$ cat config.mk
export PLATFORM = sky130hd
export DESIGN_NAME = image_stream_rx_flat
export DESIGN_NICKNAME = d
export VERILOG_FILES = /design/src/rtl/nn_acc_img_pkg.sv /design/src/rtl/image_stream_rx_if.sv /design/src/rtl/img_pingpong_buf.sv /design/src/rtl/image_stream_rx.sv /design/src/flat_wrapper.sv
export SDC_FILE = /design/constraint.sdc
export NUM_CORES = 2
export LEC_CHECK = 0
export BUFFER_PORTS_ARGS = -buffer_cell sky130_fd_sc_hd__buf_4
export CORE_AREA = 2 2 460 462
export DETAILED_ROUTE_END_ITERATION = 16
export DIE_AREA = 0 0 462 464
export GPL_ROUTABILITY_DRIVEN = 0
export HOLD_SLACK_MARGIN = 0.06
export PLACE_DENSITY = 0.74
export SYNTH_ARGS = -nofsm -noshare
export SYNTH_HDL_FRONTEND = slang
export SYNTH_SLANG_ARGS = --single-unit
$ cat constraint.sdc
create_clock -name i_clk -period 3.97 [get_ports i_clk]
set_input_delay 0.794 -clock i_clk [delete_from_list [all_inputs] [get_ports i_clk]]
set_output_delay 0.794 -clock i_clk [all_outputs]
set_load 0.03 [all_outputs]
$ cat src/rtl/nn_acc_img_pkg.sv
// Shared constants and types for the image stream path (glue + receiver).
package nn_acc_img_pkg;

    localparam int STREAM_WIDTH   = 128;
    localparam int IMG_DATA_WIDTH = 1024;
    localparam int BEATS          = IMG_DATA_WIDTH / STREAM_WIDTH;
    localparam int BEAT_IDX_W     = $clog2(BEATS);
    localparam int ERR_CNT_W      = 8;
    localparam int IMG_CNT_W      = 16;

    typedef enum logic {
        RECV = 1'b0,
        DROP = 1'b1
    } rx_state_e;

    typedef logic [BEAT_IDX_W-1:0] beat_idx_t;

    // One beat write into the current write slot.
    typedef struct packed {
        logic                    en;
        beat_idx_t               idx;
        logic [STREAM_WIDTH-1:0] data;
    } beat_wr_t;

endpackage

$ cat src/rtl/image_stream_rx_if.sv
// Stream-in / image-out bundle of the image receiver.
interface image_stream_rx_if;
    import nn_acc_img_pkg::*;

    logic [STREAM_WIDTH-1:0]   tdata;
    logic                      tvalid;
    logic                      tlast;
    logic                      tready;
    logic [IMG_DATA_WIDTH-1:0] image_data;
    logic                      image_valid;
    logic                      image_ready;

    // Producer of beats and consumer of images.
    modport master (
        output tdata, tvalid, tlast, image_ready,
        input  tready, image_data, image_valid
    );

    // The receiver.
    modport slave (
        input  tdata, tvalid, tlast, image_ready,
        output tready, image_data, image_valid
    );

endinterface

$ cat src/rtl/img_pingpong_buf.sv
// Two-slot image buffer: beats are written into the write slot, a commit
// hands the slot to the reader, the reader pops with valid/ready.
module img_pingpong_buf
    import nn_acc_img_pkg::*;
(
    input  logic                      i_clk,
    input  logic                      i_rst_n,
    input  beat_wr_t                  wr,
    input  logic                      commit,
    input  logic                      abort,
    output logic [1:0]                occupancy,
    output logic [IMG_DATA_WIDTH-1:0] rd_data,
    output logic                      rd_valid,
    input  logic                      rd_ready
);

    logic [1:0][IMG_DATA_WIDTH-1:0] slot_q;
    logic                           wr_ptr_q;
    logic                           rd_ptr_q;
    logic [1:0]                     occ_q;
    logic                           pop;

    assign rd_valid  = (occ_q != 2'd0);
    assign pop       = rd_valid && rd_ready;
    assign rd_data   = slot_q[rd_ptr_q];
    assign occupancy = occ_q;

    // Slot storage; an abort scrubs the partial image so stale beats never
    // leak into a later frame. The write slot is never the head slot while
    // occupancy is non-zero, so this cannot disturb a presented image.
    always_ff @(posedge i_clk or negedge i_rst_n) begin
        if (!i_rst_n) begin
            slot_q <= '0;
        end else if (abort) begin
            slot_q[wr_ptr_q] <= '0;
        end else if (wr.en) begin
            slot_q[wr_ptr_q][STREAM_WIDTH*wr.idx +: STREAM_WIDTH] <= wr.data;
        end
    end

    // Pointers and occupancy; commit and pop in the same cycle cancel out.
    always_ff @(posedge i_clk or negedge i_rst_n) begin
        if (!i_rst_n) begin
            wr_ptr_q <= 1'b0;
            rd_ptr_q <= 1'b0;
            occ_q    <= 2'd0;
        end else begin
            if (commit) wr_ptr_q <= ~wr_ptr_q;
            if (pop)    rd_ptr_q <= ~rd_ptr_q;
            occ_q <= occ_q + {1'b0, commit} - {1'b0, pop};
        end
    end

endmodule

$ cat src/rtl/image_stream_rx.sv
// Reassembles 128-bit stream beats into 1024-bit images, checks TLAST
// framing, and presents double-buffered images to the inference core.
module image_stream_rx
    import nn_acc_img_pkg::*;
(
    input  logic                 i_clk,
    input  logic                 i_rst_n,
    image_stream_rx_if.slave     bus,
    output logic                 o_frame_err_pulse,
    output logic [ERR_CNT_W-1:0] o_frame_err_cnt,
    output logic [IMG_CNT_W-1:0] o_image_cnt
);

    rx_state_e  state_q, state_d;
    beat_idx_t  k_q, k_d;
    logic       rdy_en_q;
    logic [1:0] occ;
    logic       tready;
    logic       beat_ok;
    beat_wr_t   wr;
    logic       commit;
    logic       abort;
    logic       err;

    // Held low through reset and until the first clock after release.
    assign tready     = rdy_en_q && ((state_q == DROP) || (occ != 2'd2));
    assign bus.tready = tready;
    assign beat_ok    = bus.tvalid && tready;

    // Framing FSM: next state, beat index and buffer strobes.
    always_comb begin
        state_d = state_q;
        k_d     = k_q;
        wr      = '{en: 1'b0, idx: k_q, data: bus.tdata};
        commit  = 1'b0;
        abort   = 1'b0;
        err     = 1'b0;
        if (beat_ok) begin
            case (state_q)
                RECV: begin
                    if (k_q == beat_idx_t'(BEATS-1)) begin
                        k_d = '0;
                        if (bus.tlast) begin
                            wr.en  = 1'b1;
                            commit = 1'b1;
                        end else begin
                            // Frame overran: flush until the sender's TLAST.
                            abort   = 1'b1;
                            err     = 1'b1;
                            state_d = DROP;
                        end
                    end else if (bus.tlast) begin
                        abort = 1'b1;
                        err   = 1'b1;
                        k_d   = '0;
                    end else begin
                        wr.en = 1'b1;
                        k_d   = k_q + 1'b1;
                    end
                end
                DROP: begin
                    k_d = '0;
                    if (bus.tlast) state_d = RECV;
                end
                default: state_d = RECV;
            endcase
        end
    end

    // FSM state, beat index and post-reset ready enable.
    always_ff @(posedge i_clk or negedge i_rst_n) begin
        if (!i_rst_n) begin
            state_q  <= RECV;
            k_q      <= '0;
            rdy_en_q <= 1'b0;
        end else begin
            state_q  <= state_d;
            k_q      <= k_d;
            rdy_en_q <= 1'b1;
        end
    end

    // Error pulse and saturating error count.
    always_ff @(posedge i_clk or negedge i_rst_n) begin
        if (!i_rst_n) begin
            o_frame_err_pulse <= 1'b0;
            o_frame_err_cnt   <= '0;
        end else begin
            o_frame_err_pulse <= err;
            if (err && (o_frame_err_cnt != {ERR_CNT_W{1'b1}}))
                o_frame_err_cnt <= o_frame_err_cnt + 1'b1;
        end
    end

    // Committed image count, free-running wrap.
    always_ff @(posedge i_clk or negedge i_rst_n) begin
        if (!i_rst_n) o_image_cnt <= '0;
        else if (commit) o_image_cnt <= o_image_cnt + 1'b1;
    end

    img_pingpong_buf u_buf (
        .i_clk     (i_clk),
        .i_rst_n   (i_rst_n),
        .wr        (wr),
        .commit    (commit),
        .abort     (abort),
        .occupancy (occ),
        .rd_data   (bus.image_data),
        .rd_valid  (bus.image_valid),
        .rd_ready  (bus.image_ready)
    );

endmodule

$ cat src/flat_wrapper.sv
// flat-port wrapper written by rule: the top's interface ports become plain ports
module image_stream_rx_flat import nn_acc_img_pkg::*;
  (i_clk, i_rst_n, o_frame_err_pulse, o_frame_err_cnt, o_image_cnt, bus_tdata, bus_tvalid, bus_tlast, bus_image_ready, bus_tready, bus_image_data, bus_image_valid);
  image_stream_rx_if bus_i ();
  input  logic i_clk;
  input  logic i_rst_n;
  output logic o_frame_err_pulse;
  output logic [ERR_CNT_W-1:0] o_frame_err_cnt;
  output logic [IMG_CNT_W-1:0] o_image_cnt;
  input wire logic [$bits(bus_i.tdata)-1:0] bus_tdata;
  input wire logic [$bits(bus_i.tvalid)-1:0] bus_tvalid;
  input wire logic [$bits(bus_i.tlast)-1:0] bus_tlast;
  input wire logic [$bits(bus_i.image_ready)-1:0] bus_image_ready;
  output wire logic [$bits(bus_i.tready)-1:0] bus_tready;
  output wire logic [$bits(bus_i.image_data)-1:0] bus_image_data;
  output wire logic [$bits(bus_i.image_valid)-1:0] bus_image_valid;
  assign bus_i.tdata = bus_tdata;
  assign bus_i.tvalid = bus_tvalid;
  assign bus_i.tlast = bus_tlast;
  assign bus_i.image_ready = bus_image_ready;
  assign bus_tready = bus_i.tready;
  assign bus_image_data = bus_i.image_data;
  assign bus_image_valid = bus_i.image_valid;
  image_stream_rx u_core (.i_clk(i_clk), .i_rst_n(i_rst_n), .bus(bus_i), .o_frame_err_pulse(o_frame_err_pulse), .o_frame_err_cnt(o_frame_err_cnt), .o_image_cnt(o_image_cnt));
endmodule
=== Word level (Yosys, flattened, before mapping) ===
Cells that the tools add are included.

* Register bits after elaboration: 2082
* Bits of input ports: 133
* Output and inout port bits: 1051
* Logic and storage cells: 63

* Add/subtract/negate cells: 6
* Order comparisons: 3
* Eq/ne operators: 3
* Shift operators: 2
* Muxes and demuxes: 25
* Bitwise operators: 5
* Reduce and logical (&&, ||, !) cells: 8

{| class="wikitable"
|+ Operators by type and width
! operator !! number
|-
| $mux W1024 || 4
|-
| $mux W2048 || 2
|-
| $and A2048 B2048 Y2048 || 1
|-
| $bwmux W2048 || 1
|-
| $demux W1024 S1 || 2
|-
| $not A2048 Y2048 || 1
|-
| $shift A128 B34 Y1024 const A || 1
|-
| $shiftx A128 B34 Y1024 || 1
|-
| $neg A10 Y34 || 1
|-
| $add A16 B1 Y16 const B || 1
|-
| $mux W1 || 12
|-
| $add A8 B1 Y8 const B || 1
|-
| $ne A8 B8 Y1 const B || 1
|-
| $mux W3 || 2
|-
| $pmux W3 S2 || 1
|-
| $logic_and A1 B1 Y1 || 5
|-
| $lt A1 B2 Y1 const B || 2
|-
| $reduce_bool A2 Y1 || 2
|-
| $add A3 B1 Y3 const B || 1
|-
| $eq A3 B3 Y1 const B || 1
|-
| $not A1 Y1 || 3
|-
| $add A2 B1 Y2 || 1
|-
| $ne A2 B2 Y1 const B || 1
|-
| $pmux W1 S2 || 1
|-
| other kinds (3) || 3
|}

=== Depth between registers and ports, before layout ===
* Depth in word-level cells: 7
* Mapped depth: 12
* Depth with buffers taken out: 11

=== Cells and area by module ===
Synthesis repeated with hierarchy kept, for this count alone.

* Cell total of the unflattened synthesis: 7862
* Area total of the unflattened synthesis: 90469.3 µm²

{| class="wikitable"
|+ Modules (own cells, without submodules)
! module !! instances !! cells an instance !! area an instance (µm²) !! seq. area each (µm²)
|-
| img_pingpong_buf || 1 || 7736 || 88965.3 || 51349.2
|-
| image_stream_rx || 1 || 126 || 1503.9 || 750.7
|}

=== Worst setup path before layout ===
OpenSTA, ideal clock, no wires.

* Kind: in2reg
* Start: in bus_tlast
* End: reg u_core.u_buf.slot_q[1298] (netlist bit)
* Setup time: 0.069 ns
* Arrival time: 2.711 ns
* Data required time: 3.901 ns
* Setup slack: 1.190 ns
* Stages on the path: 11
* Path buffers: 5
* Cell sequence: inv_1 > ha_1 > clkbuf_1 > nand4bb_1 > nand2b_1 > buf_2 > clkbuf_1 > clkbuf_1 > clkbuf_1 > o211ai_1 > nand3_1

* Cells in the longest elaborated chain, start to end: 5
* Elaborated cells between the ends (all ways): 10
* Those cells by class: mux: 9; reduce/logical: 1

{| class="wikitable"
|+ RTL lines
! element !! line !! RTL
|-
| start: declaration || flat_wrapper.sv:12 || <nowiki>input wire logic [$bits(bus_i.tlast)-1:0] bus_tlast;</nowiki>
|-
| $mux W1 || image_stream_rx.sv:43, image_stream_rx.sv:52 ||
|-
| $mux W1 || image_stream_rx.sv:41 || <nowiki>if (k_q == beat_idx_t'(BEATS-1)) begin</nowiki>
|-
| $mux W1 || image_stream_rx.sv:39 || <nowiki>case (state_q)</nowiki>
|-
| $mux W1 || image_stream_rx.sv:38 || <nowiki>if (beat_ok) begin</nowiki>
|-
| $mux W2048 or $reduce_bool A2 Y1 (tied branches) || -- ||
|-
| end signal: indexed assignment || img_pingpong_buf.sv:37 || <nowiki>slot_q[wr_ptr_q][STREAM_WIDTH*wr.idx +: STREAM_WIDTH] <= wr.data;</nowiki>
|-
| end: declaration || img_pingpong_buf.sv:17 || <nowiki>logic [1:0][IMG_DATA_WIDTH-1:0] slot_q;</nowiki>
|}

Several ways; a longest one is shown, not always the timed one.
A chain may end at the register's enable or synchronous reset.

=== Worst setup path in the final report ===
* Start: reg u_core.u_buf.rd_ptr_q
* End: out bus_image_data[426]

* Cells in the longest elaborated chain, start to end: 2

{| class="wikitable"
|+ RTL lines
! element !! line !! RTL
|-
| start: declaration || img_pingpong_buf.sv:19 || <nowiki>logic rd_ptr_q;</nowiki>
|-
| start signal: assignment || img_pingpong_buf.sv:49 || <nowiki>if (pop) rd_ptr_q <= ~rd_ptr_q;</nowiki>
|-
| $mux W1024 (not written as such) (2 in a row) || img_pingpong_buf.sv:25 || <nowiki>assign rd_data = slot_q[rd_ptr_q];</nowiki>
|-
| end: declaration || flat_wrapper.sv:15 || <nowiki>output wire logic [$bits(bus_i.image_data)-1:0] bus_image_data;</nowiki>
|}

No other way between the ends. The select of a mux whose other input is x is not followed.

==> summary.txt <==
Worst EP required - 3.18 ns
Largest net degree at the start of global routing - 169
Layout Utilization - 52.6%
Via count - 73131
Core area - 209000 um2
Setup TNS - 0 ns
Die width - 462 um
Highest-delay cell along the critical path - dfrtp_4
CTS tree - built
Crit path from - u_core.u_buf.rd_ptr_q$_DFFE_PN0P_
Sw Share - 35.4%
Synth top area share - 57.6%
DP Area - 103000 um2
CTS Sinks - 2082
Seq cells post-synth - 2082
Syn-to-layout area delta - 21.5%
Initial antenna violation count - 24
Sequential cell area fraction in the yosys report - 57.6%
Top delay family on crit path - buffers and inverters
Most Frequent Cell on Critical Path - buf_12
Largest family of logic cells by synthesized area - compound AO/OA/AOI/OAI gates
Adder-cell share of the synthesized area - 0.152%
Period utilization - 93.8%
GR Overflow Total - 0
XOR/XNOR share of the synthesized area - 0.242%
Main synth FF type - dfrtp_1
Most frequent cells in the layout - dfrtp_1 (2081), buf_4 (1316), mux2_2 (1025)
Die H - 464 um
Mapped cell area - 90500 um2
Total GRT Usage - 33.1%
Yosys warnings - 0
Min-Delay Path Class - in2reg
First-pass detailed-route iteration total - 8
Hold_sp - bus_tdata[56]
Max frequency - 0.269 GHz
Initial DRC count - 9430
DR DRC count - 0
Critical Path AT - 2.93 ns
Worst reg2reg startpoint - u_core.k_q[0]$_DFFE_PN0P_
Synth top area cells - dfrtp_1 (58%), mux2_2 (13%), a22o_1 (8.3%)
Fin area - 110000 um2
Io pins - 1184
Clk pwr share - 31.6%
CTS root buffer - clkbuf_16
Relative slew margins - 15.8%
Starting Density - 43.3%
Share of layout cells above drive strength 1 - 36.0%
Vias in the first global route - 71837
Most common cell after layout, fill and taps aside - dfrtp_1
Max-slew violations - 0
RSZ-0062 raised after global routing - no
Die ar. - 214000 um2
DP HPWL - 229 mm
Worst setup SP type - register
H-tree levels - 4
Mapped Nets - 7238
Power density cells - 599 nW/um2
Total CTS buffers - 210
Max VDD drop - 0.676 mV
Final-report hold violation count - 0
Max clock buf depth - 3
Drt wl/cell - 34.0 um
Post-synthesis async set-or-reset flop share - 100%
Mux cell area share after synthesis - 12.8%
Synth cell types - 54
Tmin final - 3.72 ns
Flop pwr share - 37.3%
Critical Path Max Stage Delay - 0.58 ns
Compound-cell area share of the yosys netlist - 19.5%
Status - finished clean
Syn avg cell area - 12.8 um2
Worst Tran Pin Value - 1.26 ns
Layout Nets - 7925
Comb pwr share - 31.1%
Post-synthesis simple-gate area fraction - 5.53%
First-pass GRT wire length - 521 mm
Reg clk slew, reported paths - 0.07 ns
Maxcap violations - 0
Pleak - 0.0529 uW
Clk_lat worst skew - 0.90 ns
Worst Path Max Fanout - 59
Kind of critical path - reg2out
Cell Chain, Critical Path - buf_12, buf_12, mux2_2, buf_4
Fillers - 17244
Routed WL - 366 mm
Switching pwr - 23300 uW
IO buf count - 1183
Row count - 168
Crit end category - output port
Mapped Cells - 7094
EDFF count, synth - 0
Avg Vias per Cell - 6.79
CP Buf/Inv Count - 3
Layout Skew - 0.0570 ns
P_int - 42600 uW
Setup-failing EPs final - 0
Yosys top cell by area - dfrtp_1
ANT nets after route - 0
[registers in the layout, summed over array words and instances (netlist names)]
signal	flops
u_core.u_buf.slot_q	2048
u_core.o_image_cnt	16
u_core.o_frame_err_cnt	8
u_core.k_q	3
u_core.u_buf.occupancy	2
u_core.o_frame_err_pulse	1
u_core.rdy_en_q	1
u_core.state_q	1
u_core.u_buf.rd_ptr_q	1
u_core.u_buf.wr_ptr_q	1
[worst register-to-register path, delay by kind of cell (launching register included)]
kind                       cells  cell delay (ns)
adders and majority gates      2             0.77
AOI/OAI and AO/OA              2             0.73
DFF                            1             0.57
and+or+nand+nor                2             0.88
buffers and inverters          2             0.49
[synth_stat cells (all sizes together), types with 2 or more instances]
library cell and count:
a21o 4, a21oi 3, a22o 859, a32o 495, and2 3, and3 3, and4 2, and4b 2
buf 242, clkbuf 704, dfrtp 2082, ha 11, inv 10, mux2 1025, nand2 188, nand2b 5
nand3 572, nand4 108, nand4b 4, nor2 48, nor2b 2, nor3 13, nor3b 2, nor4 6
nor4b 2, o211ai 130, o21ai 76, o22a 29, o2bb2ai 403, or2 4, or3 22, or4b 2
xnor2 12, xor2 13
[per-stage QoR]
stage / setup slack, ns / cells / hold slack [ns] / total power (uW)
final: 0.246 / 10768 / 0.141 / 65900
after floorplan: 1.19 / 7094 / 0.443 / 36700
after global routing: 0.187 / 10764 / 0.106 / 67700
after global placement: 0.629 / 10367 / 0.457 / 44600
after detailed placement: 0.482 / 10367 / 0.465 / 45000
after CTS: 0.0257 / 10751 / 0.0680 / 65700
[final cells by class]
type | instances | area (um2) | area share, %
Sequential cell | 2082 | 52100 | 47.4
Multi-Input combinational cell | 4056 | 35000 | 31.8
Timing Repair Buffer | 1421 | 12000 | 10.9
Clock buffer | 313 | 6180 | 5.62
Tap cell | 2805 | 3510 | 3.19
Clock inverter | 70 | 1080 | 0.982
Inverter | 10 | 45.0 | 0.0410
Antenna cell | 11 | 27.5 | 0.0250
[routing by layer]
metal	track usage [%]	part of all wire, %	vias up
met5	0	0.028	-
met4	20.3	6.8	18
met3	9.19	11	998
met2	49.4	44	5404
met1	42.8	38	38188
li1	-	-	28523
[logic make-up (layout without fill, tap and decap cells)]
kind of cell / after synthesis / after routing
compound gates: 2002 / 2002
xor+xnor: 25 / 25
fa+ha+maj: 11 / 11
buf+inv: 956 / 1814
flops: 2082 / 2082
mux: 1025 / 1025
other cells: 1 / 12
simple gates: 992 / 992
[final timing paths]
check / end / slack (ns) / cells after the start
max: bus_image_data[426] / 0.25 / 4
min: u_core.u_buf.slot_q[56]$_DFFE_PN0P_ / 0.14 / 2
max reg2reg: u_core.u_buf.slot_q[1263]$_DFFE_PN0P_ / 0.37 / 8
min in group asynchronous: u_core.u_buf.slot_q[927]$_DFFE_PN0P_ / 0.53 / 2
min reg2reg: u_core.u_buf.slot_q[1971]$_DFFE_PN0P_ / 0.48 / 2
max in group asynchronous: u_core.u_buf.slot_q[957]$_DFFE_PN0P_ / 2.05 / 3
[power by group through the flow]
stage	combinational, uW	clock, uW	sequential [uW]
finish	20500	20800	24600
global route	21100	21800	24800
CTS	20200	21000	24500
detailed placement	20100	0	24900
global placement	19900	0	24700
floorplan	12200	0	24500
[what timing repair did]
| item | CTS | global route |
|---|---|---|
| hold endpoints to repair | 62 | 0 |
| hold buffers | 1 | 0 |
| buffers inserted | 0 | 6 |
| setup endpoints to repair | 0 | 3 |
| gates resized for setup | 0 | 0 |
No activity file was read; power rests on OpenSTA's default activity.
